### src/rtl/keypad_scanner.sv
// keypad_scanner
// ----------------------------------------------------------------------------
// Scans a 4x4 matrix keypad. It drives one column at a time and samples the
// row lines once per column dwell. It then debounces the press and its
// release, and reports the accepted key as a one-hot {row, column} code.
//
// Parameters:
//   SCAN_DIV  clock cycles each column is driven (>= 2)
//   DEBOUNCE  consecutive matching samples needed to accept a press/release (>= 1)
//
// Ports:
//   clk       single clock, rising edge
//   reset     synchronous, active-high
//   rows      raw keypad row lines (asynchronous, synchronized internally)
//   cols      one-hot column drive
//   rowCol    {row[3:0], col[3:0]} of the last accepted key, 8'h00 after reset
//   keyValid  one-cycle pulse when a press is accepted
//   keyHeld   high from press acceptance until release acceptance
//
// Build option:
//   KEYPAD_ACTIVE_LOW_EN  when defined, the keypad uses pull-ups. The column
//                         pins are driven inverted (e.g. 4'b1110) and the row
//                         pins are inverted before the synchronizer. rowCol
//                         stays active-high in both builds.
// ----------------------------------------------------------------------------
module keypad_scanner #(
  parameter int SCAN_DIV = 4,
  parameter int DEBOUNCE = 3
) (
  input  logic       clk,
  input  logic       reset,
  input  logic [3:0] rows,
  output logic [3:0] cols,
  output logic [7:0] rowCol,
  output logic       keyValid,
  output logic       keyHeld
);

  localparam int DC_W  = (SCAN_DIV > 2) ? $clog2(SCAN_DIV) : 1;
  localparam int CNT_W = (DEBOUNCE > 1) ? $clog2(DEBOUNCE + 1) : 1;
  localparam logic [DC_W-1:0]  DC_LAST = DC_W'(SCAN_DIV - 1);
  localparam logic [CNT_W-1:0] DEB_CNT = CNT_W'(DEBOUNCE);
  localparam logic [CNT_W-1:0] CNT_ONE = CNT_W'(1);
  localparam bit               INSTANT = (DEBOUNCE == 1);

  typedef enum logic [1:0] {
    ST_SCAN     = 2'd0,
    ST_DEBOUNCE = 2'd1,
    ST_HELD     = 2'd2
  } state_t;

  // Row lines in active-high form, ahead of the synchronizer.
  logic [3:0] rows_in;

  state_t           state_q, state_d;
  logic [3:0]       sync1_q, sync1_d;
  logic [3:0]       rs_q, rs_d;
  logic [DC_W-1:0]  dc_q, dc_d;
  logic [3:0]       col_q, col_d;
  logic [3:0]       cand_row_q, cand_row_d;
  logic [3:0]       cand_col_q, cand_col_d;
  logic [CNT_W-1:0] match_q, match_d;
  logic [CNT_W-1:0] rel_q, rel_d;
  logic [7:0]       row_col_q, row_col_d;
  logic             key_valid_q, key_valid_d;
  logic             key_held_q, key_held_d;

  logic             sample;
  logic [3:0]       rs_red;
  logic [3:0]       col_next;

`ifdef KEYPAD_ACTIVE_LOW_EN
  assign rows_in = ~rows;
  assign cols    = ~col_q;
`else
  assign rows_in = rows;
  assign cols    = col_q;
`endif

  assign rowCol   = row_col_q;
  assign keyValid = key_valid_q;
  assign keyHeld  = key_held_q;

  assign sample   = (dc_q == DC_LAST);
  // Lowest set bit wins when several rows are active at once.
  assign rs_red   = rs_q & (~rs_q + 4'd1);
  assign col_next = {col_q[2:0], col_q[3]};

  always_comb begin
    state_d     = state_q;
    sync1_d     = rows_in;
    rs_d        = sync1_q;
    dc_d        = (dc_q == DC_LAST) ? '0 : dc_q + 1'b1;
    col_d       = col_q;
    cand_row_d  = cand_row_q;
    cand_col_d  = cand_col_q;
    match_d     = match_q;
    rel_d       = rel_q;
    row_col_d   = row_col_q;
    key_valid_d = 1'b0;
    key_held_d  = key_held_q;

    if (sample) begin
      unique case (state_q)
        ST_SCAN: begin
          if (rs_q != 4'd0) begin
            // The column stays frozen from here until the key is rejected or released.
            cand_row_d = rs_red;
            cand_col_d = col_q;
            match_d    = CNT_ONE;
            if (INSTANT) begin
              state_d     = ST_HELD;
              row_col_d   = {rs_red, col_q};
              key_valid_d = 1'b1;
              key_held_d  = 1'b1;
              rel_d       = '0;
            end else begin
              state_d = ST_DEBOUNCE;
            end
          end else begin
            col_d = col_next;
          end
        end

        ST_DEBOUNCE: begin
          if (rs_red == cand_row_q) begin
            if (match_q + CNT_ONE == DEB_CNT) begin
              state_d     = ST_HELD;
              row_col_d   = {cand_row_q, cand_col_q};
              key_valid_d = 1'b1;
              key_held_d  = 1'b1;
              rel_d       = '0;
            end else begin
              match_d = match_q + CNT_ONE;
            end
          end else begin
            state_d = ST_SCAN;
            col_d   = col_next;
          end
        end

        ST_HELD: begin
          // Any activity on the frozen column restarts the release count.
          if (rs_q == 4'd0) begin
            if (rel_q + CNT_ONE == DEB_CNT) begin
              state_d    = ST_SCAN;
              key_held_d = 1'b0;
              col_d      = col_next;
              rel_d      = '0;
            end else begin
              rel_d = rel_q + CNT_ONE;
            end
          end else begin
            rel_d = '0;
          end
        end

        default: begin
          state_d = ST_SCAN;
        end
      endcase
    end
  end

  always_ff @(posedge clk) begin
    if (reset) begin
      state_q     <= ST_SCAN;
      sync1_q     <= 4'd0;
      rs_q        <= 4'd0;
      dc_q        <= '0;
      col_q       <= 4'b0001;
      cand_row_q  <= 4'd0;
      cand_col_q  <= 4'd0;
      match_q     <= '0;
      rel_q       <= '0;
      row_col_q   <= 8'h00;
      key_valid_q <= 1'b0;
      key_held_q  <= 1'b0;
    end else begin
      state_q     <= state_d;
      sync1_q     <= sync1_d;
      rs_q        <= rs_d;
      dc_q        <= dc_d;
      col_q       <= col_d;
      cand_row_q  <= cand_row_d;
      cand_col_q  <= cand_col_d;
      match_q     <= match_d;
      rel_q       <= rel_d;
      row_col_q   <= row_col_d;
      key_valid_q <= key_valid_d;
      key_held_q  <= key_held_d;
    end
  end

endmodule

### config.mk
export PLATFORM = sky130hd
export DESIGN_NAME = keypad_scanner
export DESIGN_NICKNAME = d
export VERILOG_FILES = /design/src/rtl/keypad_scanner.sv
export SDC_FILE = /design/constraint.sdc
export NUM_CORES = 1
export LEC_CHECK = 0
export BUFFER_PORTS_ARGS = -buffer_cell sky130_fd_sc_hd__buf_2
export CORE_ASPECT_RATIO = 0.9
export CORE_MARGIN = 1.5
export CORE_UTILIZATION = 40
export CTS_CLUSTER_DIAMETER = 80
export CTS_CLUSTER_SIZE = 12
export DETAILED_ROUTE_END_ITERATION = 12
export PLACE_DENSITY = 0.7
export SYNTH_ARGS = -nofsm -noshare
export SYNTH_HDL_FRONTEND = slang
export SYNTH_SLANG_ARGS = --single-unit
### constraint.sdc
create_clock -name clk -period 1.98 [get_ports clk]
set_input_delay 0.099 -clock clk [delete_from_list [all_inputs] [get_ports clk]]
set_output_delay 0.099 -clock clk [all_outputs]
set_load 0.02 [all_outputs]
== After elaboration in Yosys (flattened, before gate mapping) ==
Cells that the tools add are included.
Word-level totals
  input bits: 6
  output and inout port bits: 14
  logic and storage cells: 76
  register bits: 38
Operators by class
  $add $sub $neg: 4
  equality and inequality tests: 15
  muxes and demuxes: 25
  bitwise gates (word level): 5
  reductions and logical operators: 15
Operators with widths (count)
  2-bit 2-to-1 mux: 11
  4-bit 2-to-1 mux: 4
  2-bit inequality test, second input constant: 8
  4-bit one-hot mux with 3 select lines: 1
  6-bit AND reduction: 2
  5-bit AND reduction: 2
  2-bit equality test, second input constant: 4
  2-bit one-hot mux with 2 select lines: 2
  4-bit AND reduction: 2
  2-bit by 1-bit adder with 2-bit output, second input constant: 3
  2-bit one-hot mux with 3 select lines: 1
  1-bit 2-to-1 mux: 5
  4-bit by 1-bit adder with 4-bit output, second input constant: 1
  4-bit bitwise AND: 1
  4-bit equality test: 1
  4-bit logical NOT: 1
  4-bit NOT: 1
  2-bit nonzero test: 2
  4-bit nonzero test: 1
  4-bit OR reduction: 1
  3-bit inequality test, second input constant: 1
  1-bit NOT: 3
  3-bit AND reduction: 1
  3-bit nonzero test: 1
  4 further kinds: 4

== Logic depth before layout (Yosys ltp) ==
Gate-level depths: netlist of the first run.
  depth after elaboration: 6
  gate-level depth with buffers: 8
  mapped depth without buffers: 7

== Least setup slack after synthesis of the first run ==
OpenSTA, ideal clock, no wires.
  path kind: register to register
  from: register dc_q[0]
  to: register cand_row_q[2]
  setup time: 0.071 ns
  setup slack: 0.190 ns
  arrival time: 1.719 ns
  buffers on the path: 1
  stages on the path, launching flop included: 7
  data required time: 1.909 ns
  period minus slack after synthesis: 1.790 ns
  cells stage by stage: dfxtp_1 > ha_1 > clkbuf_1 > nor2b_1 > nand3_1 > or4b_2 > a21oi_1
Between the ends
  word-level cells in the longest chain between the ends: 2
Ends and longest elaborated chain
  from (decl): line 58  | logic [DC_W-1:0] dc_q, dc_d;
  from (signal assigned): line 170  | dc_q <= '0;
  from (signal assigned): line 183  | dc_q <= dc_d;
  2-bit equality test: line 84  | assign sample = (dc_q == DC_LAST);
  3-bit AND reduction (no line)
  to (signal assigned): line 185  | cand_row_q <= cand_row_d;
  to (decl): line 60  | logic [3:0] cand_row_q, cand_row_d;
No other way between the ends.
A chain may end at the register's enable or synchronous reset.

== Worst setup path after layout of the first run ==
  from: register rs_q[0]
  to: register row_col_q[3] (netlist: rowCol[3])
Between the ends
  word-level cells in the longest chain between the ends: 5
Ends and longest elaborated chain
  from (decl): line 57  | logic [3:0] rs_q, rs_d;
  from (signal assigned): line 182  | rs_q <= rs_d;
  4-bit NOT: line 86  | assign rs_red = rs_q & (~rs_q + 4'd1);
  4-bit by 1-bit adder with 4-bit output: line 86
  4-bit bitwise AND (*): line 86
  4-bit equality test (*): line 126  | if (rs_red == cand_row_q) begin
  4-bit AND reduction (no line) (*)
  to (signal assigned): line 189  | row_col_q <= row_col_d;
  to (decl): line 64  | logic [7:0] row_col_q, row_col_d;
Mark *: on every way between the ends. The rest lies on a longest branch, timed or not.

==> flow_summary.json, run 1 <==
{
  "status": "finished, final reports clean",
  "drtIter0Drc": 39,
  "first_pass_iters": 4,
  "synthTopCellsByArea": "dfxtp_1 (49%), mux2i_1 (9.7%), nor2_1 (4.9%)",
  "via_count": 1214,
  "r2r_setup_slack_ns": 0.16,
  "holdBufCountCts": 0,
  "hold_slack_ns": 0.0146,
  "min_period_ns": 1.82,
  "tns_ns": 0,
  "p_clk_frac": 0.412,
  "routedWlPerCell_um": 11.6,
  "num_rows": 21,
  "worst-path-max-fanout": 8,
  "synthToLayoutAreaGrowth_pct": 18.9,
  "timing_hold_violations_final": 0,
  "grt_overflow_total": 0,
  "synth_seq_cells": 38,
  "finalNonFillerCells": 235,
  "synth_common_cells": "dfxtp_1 (38), nor2_1 (20), mux2i_1 (15)",
  "dieArea_um2": 4240,
  "io_buffers": 19,
  "arrival_ns": 2.01,
  "p_per_area_nw_per_um2": 835,
  "grt_use_total": 0.148,
  "max_freq_mhz": 548,
  "syn_nets": 169,
  "swShare": 0.217,
  "worst-endpoint-required_ns": 2.17,
  "grt_pass1_vias": 1023,
  "fp.coreArea_um2": 3700,
  "dp_slack_ns": 0.106,
  "min_path_cells": 2,
  "worstMarginPinSlew_ns": 0.422,
  "drv_slew": 0,
  "die_y_um": 61.9,
  "antenna_found_initial": 0,
  "fin_ws_ns": 0.156,
  "ys.flop_type": "dfxtp_1",
  "start_util": 0.416,
  "grt_pass1_wl_mm": 4.44,
  "fillers": 346,
  "fin_skew_ns": 0.00890,
  "regToRegStartpoint": "rs_q[0]",
  "syn-cell-area_um2": 1540,
  "clock_path_buffers": 2,
  "setup.worst_path.start_class": "flip-flop",
  "ir_worst_vdd_uv": 468,
  "p_leak_nw": 0.751,
  "drive_gt1_frac": 0.233,
  "yosysWarnings": 0,
  "fin_nets": 196,
  "cts-root-buf": "clkbuf_8",
  "wl_mm": 2.72,
  "crit_type": "flip-flop to flip-flop",
  "r2r_cells": 6,
  "io_pins": 20,
  "slew_headroom": 0.710,
  "dp.cells": 227,
  "finalCritPeriodShare": 0.921,
  "utilization": 0.495,
  "worst_skew_pair.late_latency_ns": 0.29,
  "reg2reg_to": "rowCol[3]",
  "min_to": "rs_d[1]",
  "cts_buffers": 5,
  "path_clk_slew_ns": 0.08,
  "crit_path_end_kind": "flip-flop",
  "p_int_mw": 1.20,
  "power_frac_seq": 0.521,
  "maxCapViolations": 0,
  "num_antenna_cells": 0,
  "async_flop_share": 0,
  "synth_edf_count": 0,
  "gp_congestion": 0.887,
  "hold_start": "rows[1]",
  "multi_input_area_um2": 737,
  "synth_top_area_share": 0.493,
  "cts_tree": "built",
  "drc": 0,
  "synthCells": 161,
  "clock-sinks": 38,
  "hp-class": "input port to flip-flop",
  "ys_seq_area_frac": 0.493,
  "htreeDepth": 2,
  "vias_per_cell": 5.17,
  "grt_max_degree": 24,
  "drtAntennaViolNets": 0,
  "hpwl_mm": 2.00,
  "yosysMostFrequentCell": "dfxtp_1",
  "die_width_um": 68.5,
  "yosysTopAreaCell": "dfxtp_1",
  "seqCellArea_um2": 761,
  "combPwrFrac": 0.067,
  "setup_viol": 0,
  "avgSynthCellArea_um2": 9.58,
  "synth_cell_types": 38,
  "p_sw_mw": 0.332
}
-- layout make-up --
| type | instances | share of cell area |
|---|---|---|
| clock inverter | 3 | 0.0218 |
| sequential | 38 | 0.415 |
| timing repair buffer | 27 | 0.0846 |
| clock buffer | 5 | 0.0375 |
| tap | 46 | 0.0314 |
| inverter | 4 | 0.00819 |
| multi-input combinational | 112 | 0.402 |
-- registers in the layout, indices dropped and copies added, names as in the netlist, 2 cells and up --
signal / count
dc_q: 2
rs_q: 4
cand_row_q: 4
state_q: 2
cand_col_q: 4
rowCol: 8
cols: 4
match_q: 2
rs_d: 4
rel_q: 2
-- power groups by stage --
stage	Combinational (mW)	Clock (mW)	Sequential [mW]
floorplan	0.0736	0	0.815
global route	0.116	0.684	0.800
global placement	0.102	0	0.815
CTS	0.102	0.648	0.797
finish	0.103	0.631	0.798
detailed placement	0.102	0	0.815
-- per-layer routing --
layer  vias up  part of all wire  GRT usage
met5         -                 0          0
met4         0             0.022      0.103
met3         8             0.040     0.0486
met2        23              0.45      0.210
met1       562              0.49      0.190
li1        621                 -          -
-- per-stage QoR --
| stage | area, um2 | power, mW |
|---|---|---|
| final | 1830 | 1.53 |
| after global routing | 1830 | 1.60 |
| after CTS | 1830 | 1.55 |
| after detailed placement | 1720 | 0.917 |
| after global placement | 1720 | 0.917 |
| after floorplan | 1540 | 0.889 |
-- repair_timing --
action                     CTS  global route
gates resized for setup      0             1
setup buffers                0             0
setup endpoints to repair    0             8
-- how the worst max path moves through the flow --
stage / start / end / slack [ns] / cells after the start
final: rs_q[0] / rowCol[3] / 0.16 / 6
after detailed placement: rs_q[0] / rowCol[3] / 0.11 / 6
after global routing: rs_q[0] / rowCol[4] / -0.009 / 6
after CTS: rs_q[0] / rowCol[3] / 0.11 / 6
after floorplan: dc_q[0] / cand_row_q[2] / 0.19 / 6
after global placement: rs_q[0] / rel_q[0] / 0.20 / 4
-- cells by family after synthesis --
logic type	share of synthesized area
mux	0.0973
simple gates	0.234
flops	0.493
xor+xnor	0.0114
buf+inv	0.0324
compound gates	0.115
fa+ha+maj	0.0162
-- worst max-delay path, stage by stage, from the launching register on --
cell and delay, ns:
dfxtp_1 0.39, nor4b_4 0.38, mux2i_1 0.22, a211oi_2 0.26, buf_4 0.22, mux2i_1 0.20, nor2_1 0.05
-- placed cells by master (no fill, tap or decap), types with 3 or more instances in the layout --
| master | count |
|---|---|
| a21oi_1 | 10 |
| buf_2 | 19 |
| buf_4 | 8 |
| clkbuf_8 | 5 |
| dfxtp_1 | 38 |
| inv_1 | 4 |
| mux2i_1 | 15 |
| nand2_1 | 7 |
| nand3_1 | 10 |
| nor2_1 | 20 |
| nor2b_1 | 10 |
| nor3b_1 | 3 |
| o21ai_0 | 9 |
No activity file was read; power rests on OpenSTA's default activity.
==> inputs of run 2 (changes only) <==
--- a/config.mk
+++ b/config.mk
@@ -5,6 +5,7 @@
 export SDC_FILE = /design/constraint.sdc
 export NUM_CORES = 1
 export LEC_CHECK = 0
+export ABC_AREA = 1
 export BUFFER_PORTS_ARGS = -buffer_cell sky130_fd_sc_hd__buf_2
 export CORE_ASPECT_RATIO = 0.9
 export CORE_MARGIN = 1.5
==> constraint.sdc (replaced) <==
create_clock -name clk -period 1.8 [get_ports clk]
set_input_delay 0.09 -clock clk [delete_from_list [all_inputs] [get_ports clk]]
set_output_delay 0.09 -clock clk [all_outputs]
set_load 0.02 [all_outputs]
==> run 2 against run 1 <==
Register-to-register slack improved by 0.07 ns. Hold slack gained 0.25 ns. Sequential share of layout area up 0.057 points. Total power rose by 13%. Die area is 0.31% higher. Clock power grew 11%. Non-clock buffer count decreased by 2. Wire length increased by 13%. Clock skew shrank 0.0050 ns. Highest routed layer unchanged. Combinational power is 37% higher.
==> flow_summary.json, run 2 <==
{
  "grt_pass1_wl_mm": 4.95,
  "dp_slack_ns": 0.239,
  "ys_seq_area_frac": 0.492,
  "cp_slowest_cell": "dfxtp_1",
  "swShare": 0.234,
  "timing_hold_violations_final": 0,
  "yosysWarnings": 0,
  "p_per_area_nw_per_um2": 945,
  "finalCritPeriodShare": 0.877,
  "syn-cell-area_um2": 1550,
  "synth_top_area_share": 0.492,
  "max_freq_mhz": 634,
  "p_clk_frac": 0.406,
  "grt_max_degree": 25,
  "avgSynthCellArea_um2": 7.70,
  "crit_path_end_kind": "flip-flop",
  "synth_cell_types": 30,
  "first_pass_iters": 4,
  "final_area_um2": 1830,
  "gp_congestion": 0.772,
  "status": "finished, final reports clean",
  "cts-root-buf": "clkbuf_8",
  "ir_worst_vdd_uv": 578,
  "hold_slack_ns": 0.261,
  "synth_seq_cells": 38,
  "final_cell_mix": "dfxtp_1 (38), nand2_1 (34), nor2_1 (33), inv_1 (22), buf_2 (19)",
  "setup_viol": 0,
  "clock_path_buffers": 2,
  "grt_overflow_total": 0,
  "antenna_found_initial": 0,
  "cp_cell_sequence": "ha_1 -> inv_1 -> nor2_2 -> nand2_4 -> nand2_1 -> a21oi_1",
  "drive_gt1_frac": 0.193,
  "vias_per_cell": 4.74,
  "worst-path-max-fanout": 11,
  "cts_tree": "built",
  "drc": 0,
  "io_buffers": 19,
  "path_clk_slew_ns": 0.07,
  "yosysTopAreaCell": "dfxtp_1",
  "fin_nets": 235,
  "tns_ns": 0,
  "place_area_um2": 1680,
  "fillers": 381,
  "fp.coreArea_um2": 3700,
  "total_power_mw": 1.73,
  "worst-endpoint-required_ns": 1.97,
  "num_antenna_cells": 0,
  "hp-class": "input port to flip-flop",
  "synth_edf_count": 0,
  "power_frac_seq": 0.512,
  "wl_mm": 3.09,
  "synthTopCellsByArea": "dfxtp_1 (49%), nand2_1 (8.2%), nor2_1 (8.0%)",
  "arrival_ns": 1.75,
  "io_pins": 20,
  "maxCapViolations": 0,
  "largest_reg_flops": 8,
  "worst_skew_pair.late_latency_ns": 0.29,
  "rsz0062_at_grt": "no",
  "fin_ws_ns": 0.222,
  "die_y_um": 62.0,
  "drtAntennaViolNets": 0,
  "ys.flop_type": "dfxtp_1",
  "p_int_mw": 1.33,
  "start_util": 0.418,
  "final_common_cell": "dfxtp_1",
  "syn_nets": 209,
  "via_count": 1299,
  "grt_use_total": 0.165,
  "yosysMostFrequentCell": "dfxtp_1",
  "synthCells": 201,
  "async_flop_share": 0,
  "fin_skew_ns": 0.00392,
  "drtIter0Drc": 101,
  "routedWlPerCell_um": 11.3,
  "worstMarginPinSlew_ns": 0.444,
  "cts_buffers": 5,
  "p_leak_nw": 0.812,
  "htreeDepth": 2,
  "crit_type": "flip-flop to flip-flop",
  "slew_headroom": 0.704,
  "grt_pass1_vias": 1090,
  "finalNonFillerCells": 274,
  "utilization": 0.494,
  "hpwl_mm": 2.08,
  "combPwrFrac": 0.082,
  "dieArea_um2": 4250,
  "post_cts_buffers": 0,
  "synthToLayoutAreaGrowth_pct": 18.4,
  "dp.cells": 262,
  "num_rows": 21,
  "drv_slew": 0,
  "min_period_ns": 1.58,
  "synth_common_cells": "dfxtp_1 (38), nand2_1 (34), nor2_1 (33)",
  "setup.worst_path.start_class": "flip-flop",
  "die_width_um": 68.6,
  "p_sw_mw": 0.405,
  "clock-sinks": 38,
  "cpPeakStageDelay_ns": 0.36
}
-- run 2: power groups by stage --
stage | combinational, mW | sequential, mW | clock, mW
floorplan | 0.0986 | 0.906 | 0
global placement | 0.132 | 0.904 | 0
detailed placement | 0.135 | 0.906 | 0
CTS | 0.142 | 0.886 | 0.719
global route | 0.158 | 0.890 | 0.743
finish | 0.141 | 0.887 | 0.703
-- run 2: layer usage --
metal | part of all wire | global-route usage | routed length [um] | up-vias
li1 | - | - | - | 695
met1 | 0.52 | 0.227 | 1600 | 577
met2 | 0.42 | 0.220 | 1300 | 25
met3 | 0.050 | 0.0649 | 155 | 2
met4 | 0.010 | 0.0886 | 31 | 0
met5 | 0 | 0 | 0 | -
-- run 2: timing repair --
action,CTS,global route
hold endpoints to repair,4,0
resized for setup,0,0
hold buffers,4,0
-- run 2: path summary, 6_finish.rpt --
kind	depth (start not counted)	start	end	slack, ns
max	6	dc_q[0]	rowCol[0]	0.22
min reg2reg	2	rs_d[2]	rs_q[2]	0.40
min	3	reset	state_q[1]	0.26
max reg2reg	6	dc_q[0]	rowCol[0]	0.22
-- run 2: cell type report --
class                           count  area (um2)  area share
Multi-Input combinational cell    132         658       0.359
Inverter                           25        96.3      0.0526
Clock buffer                        5        68.8      0.0376
Tap cell                           46        57.6      0.0314
Clock inverter                      3        40.0      0.0219
Sequential cell                    38         761       0.415
Timing Repair Buffer               25         150      0.0820
-- run 2: kinds of logic after synthesis --
family / after synthesis / share of synthesized area
xor+xnor: 1 / 0.00566
simple gates: 98 / 0.293
flops: 38 / 0.492
fa+ha+maj: 2 / 0.0162
buf+inv: 31 / 0.0833
compound gates: 31 / 0.110
-- run 2: worst max-delay path, delay by kind of cell, from the launching register on --
family | cells | cell delay (ns)
AOI/OAI and AO/OA | 1 | 0.06
adders and majority gates | 1 | 0.27
buffers and inverters | 1 | 0.13
DFF | 1 | 0.36
and+or+nand+nor | 3 | 0.64
==> inputs of run 3 (changes only) <==
--- a/config.mk
+++ b/config.mk
@@ -6,6 +6,7 @@
 export NUM_CORES = 1
 export LEC_CHECK = 0
 export ABC_AREA = 1
+export ABC_CLOCK_PERIOD_IN_PS = 1800
 export BUFFER_PORTS_ARGS = -buffer_cell sky130_fd_sc_hd__buf_2
 export CORE_ASPECT_RATIO = 0.9
 export CORE_MARGIN = 1.5
@@ -14,6 +15,7 @@
 export CTS_CLUSTER_SIZE = 12
 export DETAILED_ROUTE_END_ITERATION = 12
 export PLACE_DENSITY = 0.7
+export REMOVE_ABC_BUFFERS = 1
 export SYNTH_ARGS = -nofsm -noshare
 export SYNTH_HDL_FRONTEND = slang
 export SYNTH_SLANG_ARGS = --single-unit
==> run 3 against run 2 <==
Cell area fell by 2.0%. Sequential cell count did not move. Maximum frequency rose by 1.3%. Critical path type unchanged. Largest cell class unchanged.
==> flow_summary.json, run 3 (synthesis results as in run 2) <==
{
  "status": "finished, final reports clean",
  "cts_buffers": 5,
  "first_pass_iters": 4,
  "grt_use_total": 0.158,
  "via_count": 1274,
  "routedWlPerCell_um": 10.4,
  "crit_path_end_kind": "flip-flop",
  "start_util": 0.418,
  "cts-root-buf": "clkbuf_8",
  "p_per_area_nw_per_um2": 903,
  "gp_congestion": 0.749,
  "drc": 0,
  "rsz0062_at_grt": "no",
  "clock-sinks": 38,
  "vias_per_cell": 4.68,
  "grt_max_degree": 25,
  "cts_tree": "built",
  "dieArea_um2": 4250,
  "fin_nets": 233,
  "utilization": 0.484,
  "htreeDepth": 2,
  "arrival_ns": 1.73,
  "wl_mm": 2.83,
  "hp-class": "input port to flip-flop",
  "drive_gt1_frac": 0.190,
  "ir_worst_vdd_uv": 510,
  "grt_overflow_total": 0,
  "hold_slack_ns": 0.00239,
  "setup.worst_path.start_class": "flip-flop",
  "io_buffers": 19,
  "num_rows": 21,
  "worstMarginPinSlew_ns": 0.436,
  "dp.cells": 262,
  "place_area_um2": 1680,
  "fp.coreArea_um2": 3700,
  "finalCritPeriodShare": 0.865,
  "maxCapViolations": 0,
  "die_width_um": 68.6,
  "r2r_setup_slack_ns": 0.24,
  "drtIter0Drc": 74,
  "num_antenna_cells": 0,
  "crit_type": "flip-flop to flip-flop",
  "worst_skew_pair.late_latency_ns": 0.29,
  "grt_pass1_wl_mm": 4.97,
  "tns_ns": 0,
  "clock_path_buffers": 2,
  "final_area_um2": 1790,
  "io_pins": 20,
  "max_freq_mhz": 642,
  "drtAntennaViolNets": 0,
  "final_common_cell": "dfxtp_1",
  "finalNonFillerCells": 272,
  "slew_headroom": 0.709,
  "final_cell_mix": "dfxtp_1 (38), nand2_1 (34), nor2_1 (33), inv_1 (22), buf_2 (19)",
  "hpwl_mm": 1.97,
  "grt_pass1_vias": 1196,
  "path_clk_slew_ns": 0.07,
  "total_power_mw": 1.62,
  "multi_input_area_um2": 658,
  "fin_ws_ns": 0.243,
  "worst-path-max-fanout": 11,
  "fin_skew_ns": 0.00579,
  "p_leak_nw": 0.794,
  "worst-endpoint-required_ns": 1.97,
  "seqCellArea_um2": 761,
  "post_cts_buffers": 0,
  "setup_viol": 0,
  "die_y_um": 62.0,
  "synthToLayoutAreaGrowth_pct": 15.9,
  "min_period_ns": 1.56,
  "drv_slew": 0,
  "antenna_found_initial": 0,
  "dp_slack_ns": 0.244,
  "largest_reg_flops": 8,
  "timing_hold_violations_final": 0,
  "fillers": 364
}
[run 3: cell types whose count changed in the layout (fill, tap and decap cells not counted)]
cell	previous run	this run
clkbuf_1	0	1
bufinv_16	1	0
dlygate4sd3_1	4	2
clkbuf_8	5	6
clkinv_2	2	1
[run 3: worst max-delay path, cell delays in order, from the launching register on]
cell and delay (ns):
dfxtp_1 0.34, ha_1 0.26, inv_1 0.12, nor2_2 0.38
nand2_4 0.18, nand2_1 0.10, a21oi_1 0.06
[run 3: where the power goes]
part / switching (mW) / internal (mW) / leakage (nW) / total (mW)
Sequential: 0.0174 / 0.868 / 0.309 / 0.885
Clock: 0.290 / 0.309 / 0.0482 / 0.599
Combinational: 0.0885 / 0.0481 / 0.437 / 0.137
Total: 0.396 / 1.22 / 0.794 / 1.62
[run 3: area by class of cell]
| class | instances | area share |
|---|---|---|
| Multi-Input combinational cell | 132 | 0.367 |
| Sequential cell | 38 | 0.424 |
| Clock buffer | 7 | 0.0481 |
| Clock inverter | 1 | 0.00279 |
| Inverter | 25 | 0.0537 |
| Tap cell | 46 | 0.0321 |
| Timing Repair Buffer | 23 | 0.0725 |
[run 3: what timing repair did]
item,CTS,global route
resized for setup,0,0
endpoints found under the setup margin,0,0
hold buffers,2,0
hold endpoints to repair,2,0
[run 3: worst paths after layout]
check / from / end / cells after the start
setup / recovery: dc_q[0] / rowCol[7] / 6
setup reg to reg: dc_q[0] / rowCol[7] / 6
hold / removal: rows[0] / rs_d[0] / 3
hold reg to reg: rs_d[1] / rs_q[1] / 2
[run 3: per-layer routing]
| layer | wire length (um) | track usage |
|---|---|---|
| met1 | 1450 | 0.201 |
| met2 | 1210 | 0.254 |
| met3 | 132 | 0.0486 |
| met4 | 31 | 0.0600 |
| met5 | 0 | 0 |
